File: config.mk
export PLATFORM = sky130hd
export DESIGN_NAME = register_file_legv8
export DESIGN_NICKNAME = d
export VERILOG_FILES = /design/src/rtl/legv8_pkg.sv /design/src/rtl/register_file_read_port.sv /design/src/rtl/register_file_legv8.sv
export SDC_FILE = /design/constraint.sdc
export NUM_CORES = 2
export LEC_CHECK = 0
export CAP_MARGIN = 30
export CORE_ASPECT_RATIO = 1.5
export CORE_MARGIN = 10
export CORE_UTILIZATION = 50
export CTS_CLUSTER_DIAMETER = 150
export DETAILED_ROUTE_END_ITERATION = 7
export PLACE_DENSITY = 0.69
export SLEW_MARGIN = 30
export SYNTH_ARGS = -nofsm -noshare
export SYNTH_HDL_FRONTEND = slang
export SYNTH_SLANG_ARGS = --single-unit
File: constraint.sdc
create_clock -name clock -period 2.46 [get_ports clock]
set_input_delay 0.492 -clock clock [delete_from_list [all_inputs] [get_ports clock]]
set_output_delay 0.492 -clock clock [all_outputs]
set_load 0.02 [all_outputs]
File: src/rtl/legv8_pkg.sv
// rtl/legv8_pkg.sv - shared LEGv8 widths, register address constants and typedefs
// Purpose: common types for register file, ALU, decode and datapath.
// Ports: none (package).
package legv8_pkg;

  localparam int XLEN       = 64;
  localparam int REG_ADDR_W = 5;
  localparam int NREG       = 32;

  typedef logic [REG_ADDR_W-1:0] reg_addr_t;
  typedef logic [XLEN-1:0]       xword_t;

  localparam reg_addr_t XZR_ADDR = 5'd31;

  // True when the address names the hardwired-zero register.
  function automatic logic is_xzr(input reg_addr_t addr);
    return addr == XZR_ADDR;
  endfunction

endpackage

File: src/rtl/register_file_read_port.sv
// rtl/register_file_read_port.sv - one combinational 32:1 read port with XZR zero and optional bypass
// Purpose: selects one of X0..X30, forces zero for X31 and while reset is held.
// Optional feature: REGFILE_BYPASS_EN forwards the pending write data when the
// read address matches the write address in the same cycle.
// Ports:
//   i_regs    - storage contents X0..X30
//   i_rst_n   - active-low reset level (forces zero, suppresses forwarding)
//   i_sel     - read address
//   i_we      - pending write enable
//   i_wa      - pending write address
//   i_wd      - pending write data
//   o_rdata   - read data
module register_file_read_port
  import legv8_pkg::*;
(
  input  xword_t    i_regs [0:NREG-2],
  input  logic      i_rst_n,
  input  reg_addr_t i_sel,
  input  logic      i_we,
  input  reg_addr_t i_wa,
  input  xword_t    i_wd,
  output xword_t    o_rdata
);

`ifdef REGFILE_BYPASS_EN
  logic w_fwd;
  assign w_fwd = i_we && (i_wa == i_sel) && !is_xzr(i_wa);
`else
  // Write-side inputs only matter when forwarding is built in.
  logic w_unused_bypass;
  assign w_unused_bypass = ^{i_we, i_wa, i_wd};
`endif

  always_comb begin
    o_rdata = '0;
    if (!i_rst_n || is_xzr(i_sel)) begin
      o_rdata = '0;
    end
`ifdef REGFILE_BYPASS_EN
    else if (w_fwd) begin
      o_rdata = i_wd;
    end
`endif
    else begin
      o_rdata = i_regs[i_sel];
    end
  end

endmodule

File: src/rtl/register_file_legv8.sv
// rtl/register_file_legv8.sv - LEGv8 32x64 register file, two async read ports, one sync write port
// Purpose: architectural registers X0..X30 plus hardwired-zero X31 (XZR).
// Optional feature: REGFILE_BYPASS_EN (same-cycle write-through forwarding).
// Ports:
//   clock   - rising-edge clock
//   reset_n - asynchronous active-low reset, clears X0..X30
//   SA, SB  - read addresses for ports A and B
//   DA      - write address
//   W       - write enable
//   D       - write data
//   A, B    - read data for ports A and B
module register_file_legv8
  import legv8_pkg::*;
#(
  parameter int XLEN_P = XLEN,
  parameter int NREG_P = NREG
) (
  input  logic            clock,
  input  logic            reset_n,
  input  logic [4:0]      SA,
  input  logic [4:0]      SB,
  input  logic [4:0]      DA,
  input  logic            W,
  input  logic [XLEN-1:0] D,
  output logic [XLEN-1:0] A,
  output logic [XLEN-1:0] B
);

  // Width and count are fixed by the ISA; the parameters exist for documentation only.
  logic w_unused_params;
  assign w_unused_params = (XLEN_P != XLEN) || (NREG_P != NREG);

  xword_t r_regs [0:NREG-2];

  // An X on W falls to the else path of "if (W)", so storage is left alone.
  always_ff @(posedge clock or negedge reset_n) begin
    if (!reset_n) begin
      for (int i = 0; i < NREG - 1; i++) begin
        r_regs[i] <= '0;
      end
    end else if (W && !is_xzr(DA)) begin
      r_regs[DA] <= D;
    end
  end

  register_file_read_port u_port_a (
    .i_regs  (r_regs),
    .i_rst_n (reset_n),
    .i_sel   (SA),
    .i_we    (W),
    .i_wa    (DA),
    .i_wd    (D),
    .o_rdata (A)
  );

  register_file_read_port u_port_b (
    .i_regs  (r_regs),
    .i_rst_n (reset_n),
    .i_sel   (SB),
    .i_we    (W),
    .i_wa    (DA),
    .i_wd    (D),
    .o_rdata (B)
  );

endmodule

# Yosys cells after proc, flatten, opt, wreduce, memory -nomap -nowiden
# Cells that the tools add are included.
dict set report totals {
  input_bits 82
  wordCells 58
  output_inout_bits 128
  reg_bits 1984
}
dict set report op_classes {
  n_lt_le_gt_ge 4
  reduce_logical 6
  n_bitwise 3
  mux 11
  eq_ne 3
}
# cell n
set ops {}
lappend ops {{$bwmux W1984} 1}
lappend ops {{$bmux W64 S5} 2}
lappend ops {{$mux W64} 7}
lappend ops {{$demux W64 S5} 1}
lappend ops {{$ge A6 B6 Y1 const B} 3}
lappend ops {{$not A5 Y6} 3}
lappend ops {{$eq A5 B5 Y1 const B} 3}
lappend ops {{$lt A6 B1 Y1 const B} 1}
lappend ops {{$logic_and A1 B1 Y1} 2}
lappend ops {{$logic_not A1 Y1} 2}
lappend ops {{$logic_or A1 B1 Y1} 2}

# Logic depth before layout (Yosys ltp)
dict set report logic_depth {
  word_depth 6
  depth_mapped 8
  depth_no_buf 4
}

# Modules after synthesis
# A second synthesis with hierarchy kept.
dict set report hier_totals {
  hier_cells 7573
  area_unflattened_um2 108945.7
}
# module seq_area_each_um2 cells_per_inst instances area_each_um2
set by_module_without_submodules {}
lappend by_module_without_submodules {register_file_legv8 49647.6 4403 1 74114.8}
lappend by_module_without_submodules {register_file_read_port 0.0 1585 2 17415.5}

# Worst setup path after synthesis
# Ideal clock, no wire load.
dict set report synth_path {
  path_type {input to output}
  from {input port SB[2]}
  to {output port B[42]}
  slack_ns -0.080
  path_stages 7
  path_buffers 3
  required_time_ns 1.968
  t_arrival_ns 2.048
  path_cell_list {buf_2 buf_2 clkbuf_1 mux4_2 a221oi_1 o21ai_0 o21a_1}
}
dict set report synth_between {
  elab_chain_cells 5
  elab_cells_between_ends 7
}
# element line_no
set synth_rtl {}
lappend synth_rtl {{start: declaration} register_file_legv8.sv:21} ;# input logic [4:0] SB,
lappend synth_rtl {{$not A5 Y6 (not written as such)} register_file_read_port.sv:45} ;# o_rdata = i_regs[i_sel];
lappend synth_rtl {{$bmux W64 S5} register_file_read_port.sv:45}
lappend synth_rtl {{$mux W64 (not written as such) (2 in a row)} register_file_read_port.sv:45}
lappend synth_rtl {{$mux W64 (*)} register_file_read_port.sv:36} ;# if (!i_rst_n || is_xzr(i_sel)) begin
lappend synth_rtl {{end: declaration} register_file_legv8.sv:26} ;# output logic [XLEN-1:0] B
# Mark *: on every way between the ends. The rest lies on a longest branch, timed or not. The select of a mux whose other input is x is not followed.

# Worst setup path in the final report
dict set report layout_path {
  from {register r_regs[1627] (netlist name)}
  to {output port A[27]}
}
dict set report layout_between {
  elab_chain_cells 4
}
# element line_no
set layout_rtl {}
lappend layout_rtl {{start: declaration} register_file_legv8.sv:33} ;# xword_t r_regs [0:NREG-2];
lappend layout_rtl {{start signal: indexed assignment} register_file_legv8.sv:39} ;# r_regs[i] <= '0;
lappend layout_rtl {{start signal: indexed assignment} register_file_legv8.sv:42} ;# r_regs[DA] <= D;
lappend layout_rtl {{$bmux W64 S5} register_file_read_port.sv:45}
lappend layout_rtl {{$mux W64 (not written as such) (2 in a row)} register_file_read_port.sv:45}
lappend layout_rtl {{$mux W64} register_file_read_port.sv:36}
lappend layout_rtl {{end: declaration} register_file_legv8.sv:25} ;# output logic [XLEN-1:0] A,
# Every way passes these cells. The select of a mux whose other input is x is not followed.

==> metrics.cfg <==
[routing]
wire_per_inst_um=34.2
dr.pass1.iters=5
vias=74700
drtIter0Drc=8111
wl_um=372000
post_drt_via_cell_ratio=6.86
ant_nets=0
drc=0

[outcome]
violations=setup timing
status=finished with violations

[timing]
min_period_ns=3.13
period_share=1.27
max_slew_margin=0.339
finalSetupViolCount=128
grt_setup_unrepaired=yes
fin_ws_ns=-0.668
skew_ns=0
fmax_mhz=320
hold_viol_final=0
holdWs_ns=0.0500
maxSlewViolCount=0
max_slew.worst_pin.slew_ns=0.991

[clock_network]
cts_tree=done
clk_latency_ns=0.86
clockBufferDepth=4
clock-root-buffer=clkbuf_16
clk_pin_slew_ns=0.06
clock-sinks=1984
htreeDepth=4
cts_buffers=204

[critical_path]
crit_fanout=3
reg2reg_setup_slack_ns=1.41
cp.arrival_ns=2.64
reg2reg_to=r_regs[921]$_DFFE_PN0P_
cp-end-kind=output pin
start_kind=flop
timing.rr.start=r_regs[921]$_DFFE_PN0P_
crit_type=flop to output pin
crit_required_ns=1.97
rr_worst_depth=3

[floorplan]
fp.dieH_um=584
start_util=0.501
core_area_sq_mm=0.212
pin_count=210
dieWidth_um=396
dieArea_sq_mm=0.231
rows=207

[final_layout]
drive_gt1_frac=0.594
area_delta_synth_final_pct=23.7
largest_reg_flops=1984
largest_register=r_regs
layout.cells.non_filler=10900
final_nets=7982
largestRegisters=r_regs: 1984 flops
layout_common_cells=1984 x dfrtp_1, 1878 x mux2_2, 829 x mux4_2
final_common_cell=dfrtp_1

[pwr]
p_sw_mw=28.6
cellLeakagePower_nw=57.4
p_seq_frac=0.435
p_clk_frac=0.325
finalPower_mw=101
p_int_mw=72.3
swShare=0.283
comb_power_share=0.240
power_density_mw_per_mm2=769
ir_drop_v=0.000588

[synthesis]
synthArstFlopShare=1.00
synthesis.nets=7240
syn_avg_cell_area_sq_um=14.8
synth-seq-cells=1984
seq_area_frac_synth=0.468
synth_area_sq_mm=0.106
yosysWarnings=0
synth_top_flop_cell=dfrtp_1
synth.distinct_cells=45
synth-edff-count=0
synthCells=7158

[grt]
grtUsageMet1=0.409
use_met2=0.493
overflow=0
busiest_layer=met2
grt_usage=0.313
antenna_found_initial=10
grt_util_met3=0.0758
grt_max_degree=172
grt_pass1_wl_um=541000
grt_pass1_vias=78900

[placement]
routabilityCongestion=0.893
port_buffers=209
dp.cells=10400
dpl.hpwl_um=244000

[worst_hold_path]
hold_class=primary input to asynchronous set/reset pin

[job]
cap_violations=0

[critical path: stages (launching register included)]
cell and delay (ns):
dfrtp_1 0.40, mux4_2 0.48, mux2_4 0.31, a221oi_4 0.30, a31oi_4 0.10, buf_6 0.17
[worst max-delay path by stage]
stage | from | endpoint | slack [ns] | depth (start not counted)
after floorplan | SB[0] | B[10] | -0.05 | 7
after global placement | SB[1] | B[5] | -1.01 | 8
after detailed placement | SB[1] | B[37] | -1.04 | 9
after CTS | r_regs[1115]$_DFFE_PN0P_ | A[27] | -0.68 | 5
after global routing | r_regs[1371]$_DFFE_PN0P_ | A[27] | -0.70 | 5
final | r_regs[1627]$_DFFE_PN0P_ | A[27] | -0.67 | 5
[cells in the mapped netlist, drive strengths merged, types with 3 or more instances]
master | number | share of area
mux2 | 1985 | 0.21
dfrtp | 1984 | 0.47
mux4 | 829 | 0.18
buf | 403 | 0.022
clkbuf | 403 | 0.014
mux2i | 392 | 0.037
o21ai | 191 | 0.0090
a221oi | 188 | 0.016
nand2 | 149 | 0.0053
nor2 | 144 | 0.0058
o221ai | 67 | 0.0055
inv | 64 | 0.0023
o211ai | 64 | 0.0045
o221a | 64 | 0.0068
a32oi | 63 | 0.0052
o21a | 61 | 0.0043
o31ai | 61 | 0.0043
nor2b | 6 | 0.00035
nand2b | 5 | 0.00029
nand3b | 4 | 0.00028
nor3b | 4 | 0.00047
and2 | 3 | 0.00018
and3 | 3 | 0.00018
nand3 | 3 | 0.00019
o31a | 3 | 0.00025
[per-layer routing]
metal | part of all wire | up-vias | wire [um]
li1 | - | 29300 | -
met1 | 0.38 | 40100 | 142000
met2 | 0.46 | 4159 | 173000
met3 | 0.097 | 1118 | 36000
met4 | 0.056 | 18 | 21000
met5 | 0.00038 | - | 142
[cell families (layout without fill, tap and decap cells)]
| kind of cell | count (synthesis) | count (layout) | synth area share |
|---|---|---|---|
| flip-flops | 1984 | 1984 | 0.468 |
| multiplexers | 3206 | 3206 | 0.424 |
| AO/OA/AOI/OAI | 770 | 770 | 0.0561 |
| AND/OR/NAND/NOR | 327 | 327 | 0.0135 |
| buffers and inverters | 871 | 1772 | 0.0385 |
| other | 0 | 4 | 0 |
[repair_timing]
action	in CTS	in global routing
pin swaps	174	61
setup buffers	77	37
hold buffers	2	2
hold endpoints to repair	30	20
endpoints found under the setup margin	128	163
gates resized for setup	876	107
gates cloned	7	5
[power groups by stage]
stage          clock network (mW)  logic (mW)  registers, mW
2_1_floorplan                   0        15.3           42.5
3_3_place_gp                    0        21.4           43.5
3_5_place_dp                    0        22.1           44.1
4_1_cts                      33.0        23.7           43.6
5_1_grt                      34.3        25.6           44.5
6_report                     32.8        24.2           43.9
[cell type report]
cell class | instances | area [sq um]
fillers | 15500 | 80400
diodes | 4 | 10.0
inverters | 65 | 246
well taps | 2821 | 3530
multi-input cells | 4303 | 55600
clock buffers | 295 | 6030
repair buffers | 1342 | 15200
flip-flops and latches | 1984 | 49600
clock inverters | 70 | 911
[through the flow]
step | util | cell area [sq um] | setup slack (ns) | setup TNS, ns
final | 0.620 | 131000 | -0.668 | -67.64
after global routing | 0.620 | 131000 | -0.699 | -74.66
after CTS | 0.614 | 130000 | -0.679 | -70.42
after detailed placement | 0.565 | 120000 | -1.04 | -332.93
after global placement | 0.565 | 119000 | -1.01 | -279.95
after floorplan | - | 107000 | -0.0474 | -1.55
(Power assumes the default switching activity.)
